### config.mk
export PLATFORM = sky130hd
export DESIGN_NAME = cellram_wb_ctrl_flat
export DESIGN_NICKNAME = d
export VERILOG_FILES = /design/src/rtl/cellram_pkg.sv /design/src/rtl/cellram_wb_ctrl_if.sv /design/src/rtl/cellram_phase_timer.sv /design/src/rtl/cellram_wb_ctrl.sv /design/src/flat_wrapper.sv
export SDC_FILE = /design/constraint.sdc
export NUM_CORES = 1
export LEC_CHECK = 0
export ABC_AREA = 1
export BUFFER_PORTS_ARGS = -buffer_cell sky130_fd_sc_hd__buf_4
export CORE_ASPECT_RATIO = 0.75
export CORE_MARGIN = 3
export CORE_UTILIZATION = 44
export DETAILED_ROUTE_END_ITERATION = 16
export GPL_TIMING_DRIVEN = 1
export PLACE_DENSITY_LB_ADDON = 0.12
export SYNTH_ARGS = -nofsm -noshare
export SYNTH_HDL_FRONTEND = slang
export SYNTH_SLANG_ARGS = --single-unit
### constraint.sdc
create_clock -name wb_clk -period 6.4 [get_ports wb_clk]
set_clock_uncertainty 0.15 [all_clocks]
set_input_delay 1.28 -clock wb_clk [delete_from_list [all_inputs] [get_ports wb_clk]]
set_output_delay 1.28 -clock wb_clk [all_outputs]
set_load 0.01 [all_outputs]
### src/rtl/cellram_pkg.sv
// Shared types and constants for the cellular RAM Wishbone controller.
package cellram_pkg;

    localparam int unsigned CntW          = 4;
    localparam int unsigned DefRdCycles   = 8;
    localparam int unsigned DefWrCycles   = 8;
    localparam int unsigned DefTurnCycles = 1;

    typedef logic [2:0] state_t;

    localparam state_t StIdle = 3'd0;
    localparam state_t StAcc0 = 3'd1;
    localparam state_t StTurn = 3'd2;
    localparam state_t StAcc1 = 3'd3;
    localparam state_t StAck  = 3'd4;

    function automatic logic is_acc(input state_t s);
        return (s == StAcc0) || (s == StAcc1);
    endfunction

endpackage

### src/rtl/cellram_wb_ctrl_if.sv
// Wishbone classic bus between the cellram arbiter (master) and the PSRAM controller (slave).
interface cellram_wb_ctrl_if;

    logic [31:0] wb_adr_i;
    logic [31:0] wb_dat_i;
    logic [3:0]  wb_sel_i;
    logic        wb_cyc_i;
    logic        wb_stb_i;
    logic        wb_we_i;
    logic [31:0] wb_dat_o;
    logic        wb_ack_o;

    modport master (
        output wb_adr_i, wb_dat_i, wb_sel_i, wb_cyc_i, wb_stb_i, wb_we_i,
        input  wb_dat_o, wb_ack_o
    );

    modport slave (
        input  wb_adr_i, wb_dat_i, wb_sel_i, wb_cyc_i, wb_stb_i, wb_we_i,
        output wb_dat_o, wb_ack_o
    );

endinterface

### src/rtl/cellram_phase_timer.sv
// Loadable down-counter shared by the access and turnaround phases; done while the count is 1.
module cellram_phase_timer
    import cellram_pkg::*;
(
    input  logic            clk_i,
    input  logic            rst_i,
    input  logic            load_i,
    input  logic [CntW-1:0] load_val_i,
    output logic            done_o
);

    logic [CntW-1:0] cnt_q, cnt_d;

    always_comb begin
        cnt_d = cnt_q;
        if (load_i) begin
            cnt_d = load_val_i;
        end else if (cnt_q > CntW'(1)) begin
            cnt_d = cnt_q - CntW'(1);
        end
    end

    always_ff @(posedge clk_i or posedge rst_i) begin
        if (rst_i) begin
            cnt_q <= '0;
        end else begin
            cnt_q <= cnt_d;
        end
    end

    assign done_o = (cnt_q == CntW'(1));

endmodule

### src/rtl/cellram_wb_ctrl.sv
// Wishbone classic slave for the Nexys3 cellular RAM: a 32-bit access becomes two async halfwords.
// Define CELLRAM_WR_SKIP_EN to skip write halfwords whose two byte lanes are both masked.
module cellram_wb_ctrl
    import cellram_pkg::*;
#(
    parameter int unsigned RD_CYCLES   = DefRdCycles,
    parameter int unsigned WR_CYCLES   = DefWrCycles,
    parameter int unsigned TURN_CYCLES = DefTurnCycles
) (
    input  logic             wb_clk,
    input  logic             wb_rst,
    cellram_wb_ctrl_if.slave wb,
    output logic [22:0]      cr_addr_o,
    input  logic [15:0]      cr_dq_i,
    output logic [15:0]      cr_dq_o,
    output logic             cr_dq_oe,
    output logic             cr_ce_n,
    output logic             cr_oe_n,
    output logic             cr_we_n,
    output logic             cr_ub_n,
    output logic             cr_lb_n,
    output logic             cr_adv_n,
    output logic             cr_clk,
    output logic             cr_cre
);

    localparam logic [CntW-1:0] RdCnt   = CntW'(RD_CYCLES);
    localparam logic [CntW-1:0] WrCnt   = CntW'(WR_CYCLES);
    localparam logic [CntW-1:0] TurnCnt = CntW'(TURN_CYCLES);

    state_t      state_q, state_d;
    logic [21:0] adr_q, adr_d;
    logic [31:0] dat_q, dat_d;
    logic [3:0]  sel_q, sel_d;
    logic        we_q, we_d;
    logic [31:0] rdat_q, rdat_d;
    logic        ack_q, ack_d;
    logic        rd_cap_q, rd_cap_d;
    logic        cap_hi_q, cap_hi_d;
    logic [22:0] addr_q, addr_d;
    logic [15:0] dq_q, dq_d;
    logic        dq_oe_q, dq_oe_d;
    logic        ce_n_q, ce_n_d;
    logic        oe_n_q, oe_n_d;
    logic        we_n_q, we_n_d;
    logic        ub_n_q, ub_n_d;
    logic        lb_n_q, lb_n_d;

    logic            req;
    logic            acc;
    logic            hi;
    logic            tmr_load;
    logic [CntW-1:0] tmr_val;
    logic            tmr_done;
    logic            skip_new0, skip_new1, skip_q1;
    logic            unused_adr;

    assign req        = wb.wb_cyc_i & wb.wb_stb_i;
    assign acc        = is_acc(state_q);
    assign hi         = (state_q == StAcc0);
    assign unused_adr = ^{wb.wb_adr_i[31:24], wb.wb_adr_i[1:0]};

`ifdef CELLRAM_WR_SKIP_EN
    assign skip_new0 = wb.wb_we_i & ~|wb.wb_sel_i[3:2];
    assign skip_new1 = wb.wb_we_i & ~|wb.wb_sel_i[1:0];
    assign skip_q1   = we_q & ~|sel_q[1:0];
`else
    assign skip_new0 = 1'b0;
    assign skip_new1 = 1'b0;
    assign skip_q1   = 1'b0;
`endif

    always_comb begin
        state_d = state_q;
        adr_d   = adr_q;
        dat_d   = dat_q;
        sel_d   = sel_q;
        we_d    = we_q;
        case (state_q)
            // A request seen while ack is still high belongs to the finished transfer.
            StIdle: begin
                if (req && !ack_q) begin
                    adr_d = wb.wb_adr_i[23:2];
                    dat_d = wb.wb_dat_i;
                    sel_d = wb.wb_sel_i;
                    we_d  = wb.wb_we_i;
                    if (skip_new0) begin
                        state_d = skip_new1 ? StAck : StAcc1;
                    end else begin
                        state_d = StAcc0;
                    end
                end
            end
            StAcc0: begin
                if (tmr_done) begin
                    if (!wb.wb_cyc_i) begin
                        state_d = StIdle;
                    end else begin
                        state_d = skip_q1 ? StAck : StTurn;
                    end
                end
            end
            StTurn: begin
                if (tmr_done) begin
                    state_d = wb.wb_cyc_i ? StAcc1 : StIdle;
                end
            end
            StAcc1: begin
                if (tmr_done) begin
                    state_d = wb.wb_cyc_i ? StAck : StIdle;
                end
            end
            StAck:   state_d = StIdle;
            default: state_d = StIdle;
        endcase
    end

    assign tmr_load = (state_d != state_q) && (is_acc(state_d) || (state_d == StTurn));
    assign tmr_val  = (state_d == StTurn) ? TurnCnt : (we_d ? WrCnt : RdCnt);

    cellram_phase_timer u_timer (
        .clk_i      (wb_clk),
        .rst_i      (wb_rst),
        .load_i     (tmr_load),
        .load_val_i (tmr_val),
        .done_o     (tmr_done)
    );

    // Pin registers follow state_q, so the bus lags the FSM by exactly one cycle.
    always_comb begin
        ce_n_d   = ~acc;
        oe_n_d   = ~(acc & ~we_q);
        we_n_d   = ~(acc & we_q);
        ub_n_d   = 1'b1;
        lb_n_d   = 1'b1;
        if (acc && we_q) begin
            {ub_n_d, lb_n_d} = hi ? ~sel_q[3:2] : ~sel_q[1:0];
        end else if (acc) begin
            {ub_n_d, lb_n_d} = 2'b00;
        end
        addr_d   = acc ? {adr_q, ~hi} : addr_q;
        dq_d     = acc ? (hi ? dat_q[31:16] : dat_q[15:0]) : dq_q;
        dq_oe_d  = we_q & (acc | ~we_n_q);
        ack_d    = (state_q == StAck);
        rd_cap_d = acc & tmr_done & ~we_q;
        cap_hi_d = hi;
        rdat_d   = rdat_q;
        if (rd_cap_q) begin
            if (cap_hi_q) begin
                rdat_d[31:16] = cr_dq_i;
            end else begin
                rdat_d[15:0] = cr_dq_i;
            end
        end
    end

    always_ff @(posedge wb_clk or posedge wb_rst) begin
        if (wb_rst) begin
            state_q  <= StIdle;
            adr_q    <= '0;
            dat_q    <= '0;
            sel_q    <= '0;
            we_q     <= 1'b0;
            rdat_q   <= '0;
            ack_q    <= 1'b0;
            rd_cap_q <= 1'b0;
            cap_hi_q <= 1'b0;
            addr_q   <= '0;
            dq_q     <= '0;
            dq_oe_q  <= 1'b0;
            ce_n_q   <= 1'b1;
            oe_n_q   <= 1'b1;
            we_n_q   <= 1'b1;
            ub_n_q   <= 1'b1;
            lb_n_q   <= 1'b1;
        end else begin
            state_q  <= state_d;
            adr_q    <= adr_d;
            dat_q    <= dat_d;
            sel_q    <= sel_d;
            we_q     <= we_d;
            rdat_q   <= rdat_d;
            ack_q    <= ack_d;
            rd_cap_q <= rd_cap_d;
            cap_hi_q <= cap_hi_d;
            addr_q   <= addr_d;
            dq_q     <= dq_d;
            dq_oe_q  <= dq_oe_d;
            ce_n_q   <= ce_n_d;
            oe_n_q   <= oe_n_d;
            we_n_q   <= we_n_d;
            ub_n_q   <= ub_n_d;
            lb_n_q   <= lb_n_d;
        end
    end

    assign wb.wb_dat_o = rdat_q;
    assign wb.wb_ack_o = ack_q;
    assign cr_addr_o   = addr_q;
    assign cr_dq_o     = dq_q;
    assign cr_dq_oe    = dq_oe_q;
    assign cr_ce_n     = ce_n_q;
    assign cr_oe_n     = oe_n_q;
    assign cr_we_n     = we_n_q;
    assign cr_ub_n     = ub_n_q;
    assign cr_lb_n     = lb_n_q;
    assign cr_adv_n    = 1'b0;
    assign cr_clk      = 1'b0;
    assign cr_cre      = 1'b0;

endmodule

### src/flat_wrapper.sv
// flat-port wrapper written by rule: the top's interface ports become plain ports
module cellram_wb_ctrl_flat import cellram_pkg::*;
#(
    parameter int unsigned RD_CYCLES   = DefRdCycles,
    parameter int unsigned WR_CYCLES   = DefWrCycles,
    parameter int unsigned TURN_CYCLES = DefTurnCycles
)
  (wb_clk, wb_rst, cr_addr_o, cr_dq_i, cr_dq_o, cr_dq_oe, cr_ce_n, cr_oe_n, cr_we_n, cr_ub_n, cr_lb_n, cr_adv_n, cr_clk, cr_cre, wb_wb_adr_i, wb_wb_dat_i, wb_wb_sel_i, wb_wb_cyc_i, wb_wb_stb_i, wb_wb_we_i, wb_wb_dat_o, wb_wb_ack_o);
  cellram_wb_ctrl_if wb_i ();
  input  logic wb_clk;
  input  logic wb_rst;
  output logic [22:0] cr_addr_o;
  input  logic [15:0] cr_dq_i;
  output logic [15:0] cr_dq_o;
  output logic cr_dq_oe;
  output logic cr_ce_n;
  output logic cr_oe_n;
  output logic cr_we_n;
  output logic cr_ub_n;
  output logic cr_lb_n;
  output logic cr_adv_n;
  output logic cr_clk;
  output logic cr_cre;
  input wire logic [$bits(wb_i.wb_adr_i)-1:0] wb_wb_adr_i;
  input wire logic [$bits(wb_i.wb_dat_i)-1:0] wb_wb_dat_i;
  input wire logic [$bits(wb_i.wb_sel_i)-1:0] wb_wb_sel_i;
  input wire logic [$bits(wb_i.wb_cyc_i)-1:0] wb_wb_cyc_i;
  input wire logic [$bits(wb_i.wb_stb_i)-1:0] wb_wb_stb_i;
  input wire logic [$bits(wb_i.wb_we_i)-1:0] wb_wb_we_i;
  output wire logic [$bits(wb_i.wb_dat_o)-1:0] wb_wb_dat_o;
  output wire logic [$bits(wb_i.wb_ack_o)-1:0] wb_wb_ack_o;
  assign wb_i.wb_adr_i = wb_wb_adr_i;
  assign wb_i.wb_dat_i = wb_wb_dat_i;
  assign wb_i.wb_sel_i = wb_wb_sel_i;
  assign wb_i.wb_cyc_i = wb_wb_cyc_i;
  assign wb_i.wb_stb_i = wb_wb_stb_i;
  assign wb_i.wb_we_i = wb_wb_we_i;
  assign wb_wb_dat_o = wb_i.wb_dat_o;
  assign wb_wb_ack_o = wb_i.wb_ack_o;
  cellram_wb_ctrl #(.RD_CYCLES(RD_CYCLES), .WR_CYCLES(WR_CYCLES), .TURN_CYCLES(TURN_CYCLES)) u_core (.wb_clk(wb_clk), .wb_rst(wb_rst), .wb(wb_i), .cr_addr_o(cr_addr_o), .cr_dq_i(cr_dq_i), .cr_dq_o(cr_dq_o), .cr_dq_oe(cr_dq_oe), .cr_ce_n(cr_ce_n), .cr_oe_n(cr_oe_n), .cr_we_n(cr_we_n), .cr_ub_n(cr_ub_n), .cr_lb_n(cr_lb_n), .cr_adv_n(cr_adv_n), .cr_clk(cr_clk), .cr_cre(cr_cre));
endmodule
* Word level (Yosys, flattened, before mapping) *
Index checks and enable logic that the tools add are counted.

storage, ports and cells
  register bits = 146
  bits in latches = 0
  memory bits (writable) = 0
  ROM bits = 0
  output and inout port bits = 81
  word-level logic and storage cells = 74
  memories = 0

cells by class
  $add $sub $neg = 1
  multiply operators = 0
  divide/modulo/power cells = 0
  $lt $le $gt $ge = 1
  equality and inequality tests = 9
  shift operators = 0
  mux-type cells = 16
  bitwise operators = 16
  reduce and logical (&&, ||, !) cells = 12

operators with widths
  operator                                                                         count
  16-bit two-way mux                                                               1
  3-bit two-way mux                                                                5
  3-bit by 2-bit == test with 1-bit output, second input constant                  4
  4-bit two-way mux                                                                3
  3-bit one-hot mux with 4 select lines                                            1
  1-bit NOT                                                                        7
  1-bit AND                                                                        6
  3-bit by 1-bit == test with 1-bit output, second input constant                  2
  2-bit two-way mux                                                                3
  2-bit AND reduction                                                              3
  4-bit by 1-bit == test with 1-bit output, second input constant                  1
  4-bit by 1-bit greater-than comparator with 1-bit output, second input constant  1
  2-bit NOT                                                                        2
  4-bit by 1-bit subtractor with 4-bit output, second input constant               1
  3-bit == test, second input constant                                             1
  1-bit logical AND                                                                3
  3-bit zero test                                                                  1
  1-bit logical OR                                                                 3
  1-bit two-way mux                                                                3
  3-bit != test                                                                    1
  2-bit nonzero test                                                               1
  1-bit zero test                                                                  1
  1-bit OR                                                                         1

* Longest topological paths before layout *
  depth in word-level cells = 9
  gate-level depth with buffers = 13
  gate-level depth less buffers = 13

* Hierarchy *
A second synthesis with hierarchy kept.

second synthesis, totals
  cells, all modules = 664
  area total of the unflattened synthesis = 5844.4 µm²

modules (own cells, without submodules)
  module               instances  cells an instance  area an instance (µm²)  sequential area each (µm²)
  cellram_wb_ctrl      1          627                5565.3                  3559.7
  cellram_phase_timer  1          37                 279.0                   100.1

* Least setup slack after synthesis *
No wires, ideal clock.

  path type = input to register
  start = input port wb_wb_stb_i
  end = register u_core.dat_q[10]
  data arrival time = 2.147 ns
  required time = 6.122 ns
  path slack = 3.975 ns
  cell stages on the path = 6
  cells stage by stage = nand2_1 inv_1 nand3_1 buf_2 buf_4 mux2_1

between the ends
  longest elaborated chain between the ends = 3

ends and longest elaborated chain
  element                               RTL line                RTL
  from (decl)                           flat_wrapper.sv:28      input wire logic [$bits(wb_i.wb_stb_i)-1:0] wb_wb_stb_i;
  1-bit AND                             cellram_wb_ctrl.sv:58   assign req = wb.wb_cyc_i & wb.wb_stb_i;
  1-bit logical AND                     cellram_wb_ctrl.sv:82   if (req && !ack_q) begin
  2-bit AND reduction (no source line)  n/a
  to (signal assigned)                  cellram_wb_ctrl.sv:179  dat_q <= dat_d;
  to (decl)                             cellram_wb_ctrl.sv:33   logic [31:0] dat_q, dat_d;

Every way passes these cells.
A chain may end at the register's enable or synchronous reset.

* Worst setup path after layout *
  start = input port wb_wb_cyc_i
  end = register u_core.u_timer.cnt_q[0]

between the ends
  longest elaborated chain between the ends = 9
  elaborated cells on any way between the ends = 20
  classes of those cells = 4 x eq/ne; 10 x mux; 1 x bitwise; 5 x reduce/logical

ends and longest elaborated chain
  element                                                                                                      RTL line                   RTL
  from (decl)                                                                                                  flat_wrapper.sv:27         input wire logic [$bits(wb_i.wb_cyc_i)-1:0] wb_wb_cyc_i;
  1-bit AND                                                                                                    cellram_wb_ctrl.sv:58
  1-bit logical AND                                                                                            cellram_wb_ctrl.sv:82
  3-bit two-way mux                                                                                            cellram_wb_ctrl.sv:82
  3-bit one-hot mux with 4 select lines *                                                                      cellram_wb_ctrl.sv:79      case (state_q)
  3-bit by 1-bit == test with 1-bit output / 3-bit by 2-bit == test with 1-bit output (equally long branches)  cellram_pkg.sv:18          return (s == StAcc0) || (s == StAcc1);
  1-bit logical OR                                                                                             cellram_pkg.sv:18
  1-bit logical OR                                                                                             cellram_wb_ctrl.sv:118     assign tmr_load = (state_d != state_q) && (is_acc(state_d) || (state_d == StTurn));
  1-bit logical AND                                                                                            cellram_wb_ctrl.sv:118
  4-bit two-way mux / 2-bit nonzero test (equally long branches)                                               n/a
  to (signal assigned)                                                                                         cellram_phase_timer.sv:27  cnt_q <= cnt_d;
  to (decl)                                                                                                    cellram_phase_timer.sv:12  logic [CntW-1:0] cnt_q, cnt_d;

Mark *: on every way between the ends. The rest lies on a longest branch, timed or not.

==> flow_summary.json <==
{
  "rows": 35,
  "ir_drop_v": 0.000242,
  "required_ns": 6.55,
  "final_cell_mix": "buf_4 (157), dfrtp_1 (141), nand2_1 (125), o21ai_0 (56), inv_1 (50)",
  "tritoncts": "built",
  "initial_core_util_pct": 45.5,
  "drc": 0,
  "worst_slack_ns": 3.31,
  "synth_mux_area_share_pct": 6.77,
  "start_kind": "input pin",
  "drt_wl_total_mm": 12.6,
  "fmax_mhz": 323,
  "core_area_um2": 12400,
  "clock_path_buffers": 2,
  "clock_latency_ns": 0.40,
  "drtPass1Iterations": 4,
  "num_vias": 4199,
  "cts_setup_buffers": 0,
  "wl_per_cell_um": 14.4,
  "antenna_found_initial": 0,
  "cts.sinks": 146,
  "fin_crit_ns": 3.09,
  "overflow": 0,
  "fin_nets": 790,
  "finish.instance_area_um2": 7620,
  "power_leakage_nw": 3.89,
  "area_delta_synth_final_pct": 34.8,
  "die_w_um": 137,
  "period_share_pct": 48.3,
  "worstSetupPathType": "input pin to flop",
  "ant_nets": 0,
  "synth_top_family_by_area": "simple AND/OR/NAND/NOR gates",
  "synthSimpleGateAreaFrac_pct": 13.9,
  "slew_violations": 0,
  "diodes": 0,
  "ys_seq_area_share_pct": 64.7,
  "synth_fa_ha_area_share_pct": 0.443,
  "cts-htree-levels": 4,
  "ys_ff_latch": 146,
  "cts_resized": 0,
  "cts_hold_buf": 0,
  "yosysWarnings": 0,
  "cts_buffers": 17,
  "hp-class": "flop to flop",
  "layout_commonest_cell": "buf_4",
  "synth_xor_area_share_pct": 0.310,
  "grt.total_usage_pct": 18.4,
  "avgSynthCellArea_um2": 10.3,
  "dpl.hpwl_mm": 8.34,
  "relSlewSlack_pct": 28.8,
  "cts_root_buf": "clkbuf_16",
  "synth-compound-area-share_pct": 7.92,
  "synth_area_um2": 5650,
  "drive_gt1_share_pct": 32.3,
  "pin_count": 170,
  "die_h_um": 104,
  "grt_pass1_vias": 4151,
  "power.density_nw_per_um2": 542,
  "finalSetupViolations": 0,
  "path_max_fanout": 85,
  "post-place-ws_ns": 2.85,
  "maxCapViolations": 0,
  "path_clk_slew_ns": 0.06,
  "worst_slew_pin_slew_ns": 1.07,
  "nFillCells": 1064,
  "dieArea_um2": 14300,
  "grt_max_degree": 104,
  "io_buffer_count": 156,
  "outcome": "complete, no violations",
  "gp_congestion": 0.733,
  "grt_pass1_wl_mm": 20.7,
  "grt_setup_unrepaired": "false",
  "place_area_um2": 6940,
  "synthCells": 547,
  "cp.arrival_ns": 3.24,
  "synth_cell_types": 28,
  "hold_viol_final": 0,
  "drt_iter0_markers": 239,
  "worstSetupEndpointType": "flop",
  "vias_per_cell": 4.79,
  "tns_ns": 0
}
-- cells in the mapped netlist --
library cell	instances	area, µm²
nand2_4	1	11.3
nor3_2	1	10.0
o21ai_1	3	15.0
nand2_2	1	6.26
clkbuf_1	12	45.0
buf_4	4	30.0
nor2_1	35	131
nand2_1	125	469
buf_1	1	3.75
o21ai_0	56	280
nor2_4	2	22.5
ha_1	2	25.0
dfrtp_1	141	3530
a22oi_1	1	7.51
mux2_2	24	270
and2_1	1	6.26
xor2_1	1	8.76
xnor2_1	1	8.76
mux2_1	10	113
a21oi_1	29	145
dfstp_2	5	131
conb_1	1	3.75
inv_2	5	18.8
nand3_1	22	110
buf_2	9	45.0
nor3_1	2	10.0
inv_1	51	191
or2_2	1	6.26
-- metal layers --
layer | vias to the layer above | GRT usage (%) | wire [µm]
li1 | 2040 | - | -
met1 | 2046 | 25.1 | 5600
met2 | 101 | 28.7 | 6110
met3 | 12 | 4.88 | 754
met4 | 0 | 6.05 | 169
met5 | - | 0 | 0
-- area by class of cell --
type	instances	area (µm²)	share of cell area, %
Tap cell	166	208	2.72
Inverter	56	215	2.82
Clock buffer	19	453	5.94
Timing Repair Buffer	157	1180	15.5
Clock inverter	12	229	3.00
Sequential cell	146	3660	48.0
Multi-Input combinational cell	321	1680	22.0
-- sequential cells by signal, summed over array words and instances, names as in the netlist --
register and flops:
u_core.dat_q 32, u_core.wb.wb_dat_o 32, u_core.cr_addr_o 23, u_core.adr_q 22
u_core.cr_dq_o 16, u_core.sel_q 4, u_core.u_timer.cnt_q 4, u_core.state_q 3
u_core.cap_hi_q 1, u_core.cr_ce_n 1, u_core.cr_dq_oe 1, u_core.cr_lb_n 1
u_core.cr_oe_n 1, u_core.cr_ub_n 1, u_core.cr_we_n 1, u_core.rd_cap_q 1
u_core.wb.wb_ack_o 1, u_core.we_q 1
-- worst max-delay path, stage by stage --
cell,delay (ns)
buf_4,0.09
nand2_1,0.04
inv_1,0.09
nand3_4,0.71
nand2_1,0.41
nor2_1,0.10
nor2_1,0.12
nand3_1,0.10
nand2_2,0.12
nand3_1,0.07
nand2_1,0.07
inv_1,0.03
-- where the power goes --
part / total [mW] / internal, mW / leakage [nW] / switching [mW]
clock network: 1.13 / 0.753 / 0.334 / 0.374
logic: 1.38 / 0.644 / 1.89 / 0.736
registers: 1.62 / 1.39 / 1.66 / 0.229
-- cells by family (layout without fill, tap and decap cells) --
| group | Yosys count | after routing |
|---|---|---|
| AND/OR/NAND/NOR | 191 | 191 |
| other | 1 | 3 |
| adder cells (fa/ha/maj) | 2 | 2 |
| flip-flops | 146 | 146 |
| multiplexers | 34 | 34 |
| AO/OA/AOI/OAI | 89 | 89 |
| buffers and inverters | 82 | 244 |
| XOR/XNOR | 2 | 2 |
-- metrics by stage --
| step | total power [mW] | util (%) | cells | hold slack [ns] |
|---|---|---|---|---|
| 2_1_floorplan | 2.41 | - | 549 | 0.225 |
| 4_1_cts | 4.19 | 61.3 | 877 | 0.260 |
| 5_1_grt | 4.42 | 61.3 | 877 | 0.284 |
| 6_report | 4.13 | 61.3 | 877 | 0.254 |
| 3_5_place_dp | 3.03 | 55.8 | 846 | 0.244 |
| 3_3_place_gp | 2.97 | 55.8 | 846 | 0.236 |
-- final timing paths --
| kind | from | to | slack [ns] | cells after the start |
|---|---|---|---|---|
| hold / removal | u_core.we_q | u_core.cr_we_n | 0.25 | 1 |
| setup reg to reg | u_core.state_q[2] | u_core.u_timer.cnt_q[0] | 3.68 | 10 |
| min in group asynchronous | wb_rst | u_core.wb.wb_dat_o[5] | 0.93 | 2 |
| setup / recovery | wb_wb_cyc_i | u_core.u_timer.cnt_q[0] | 3.31 | 12 |
| max in group asynchronous | wb_rst | u_core.cr_we_n | 4.01 | 3 |
| hold reg to reg | u_core.we_q | u_core.cr_we_n | 0.25 | 1 |
(Power assumes the default switching activity.)
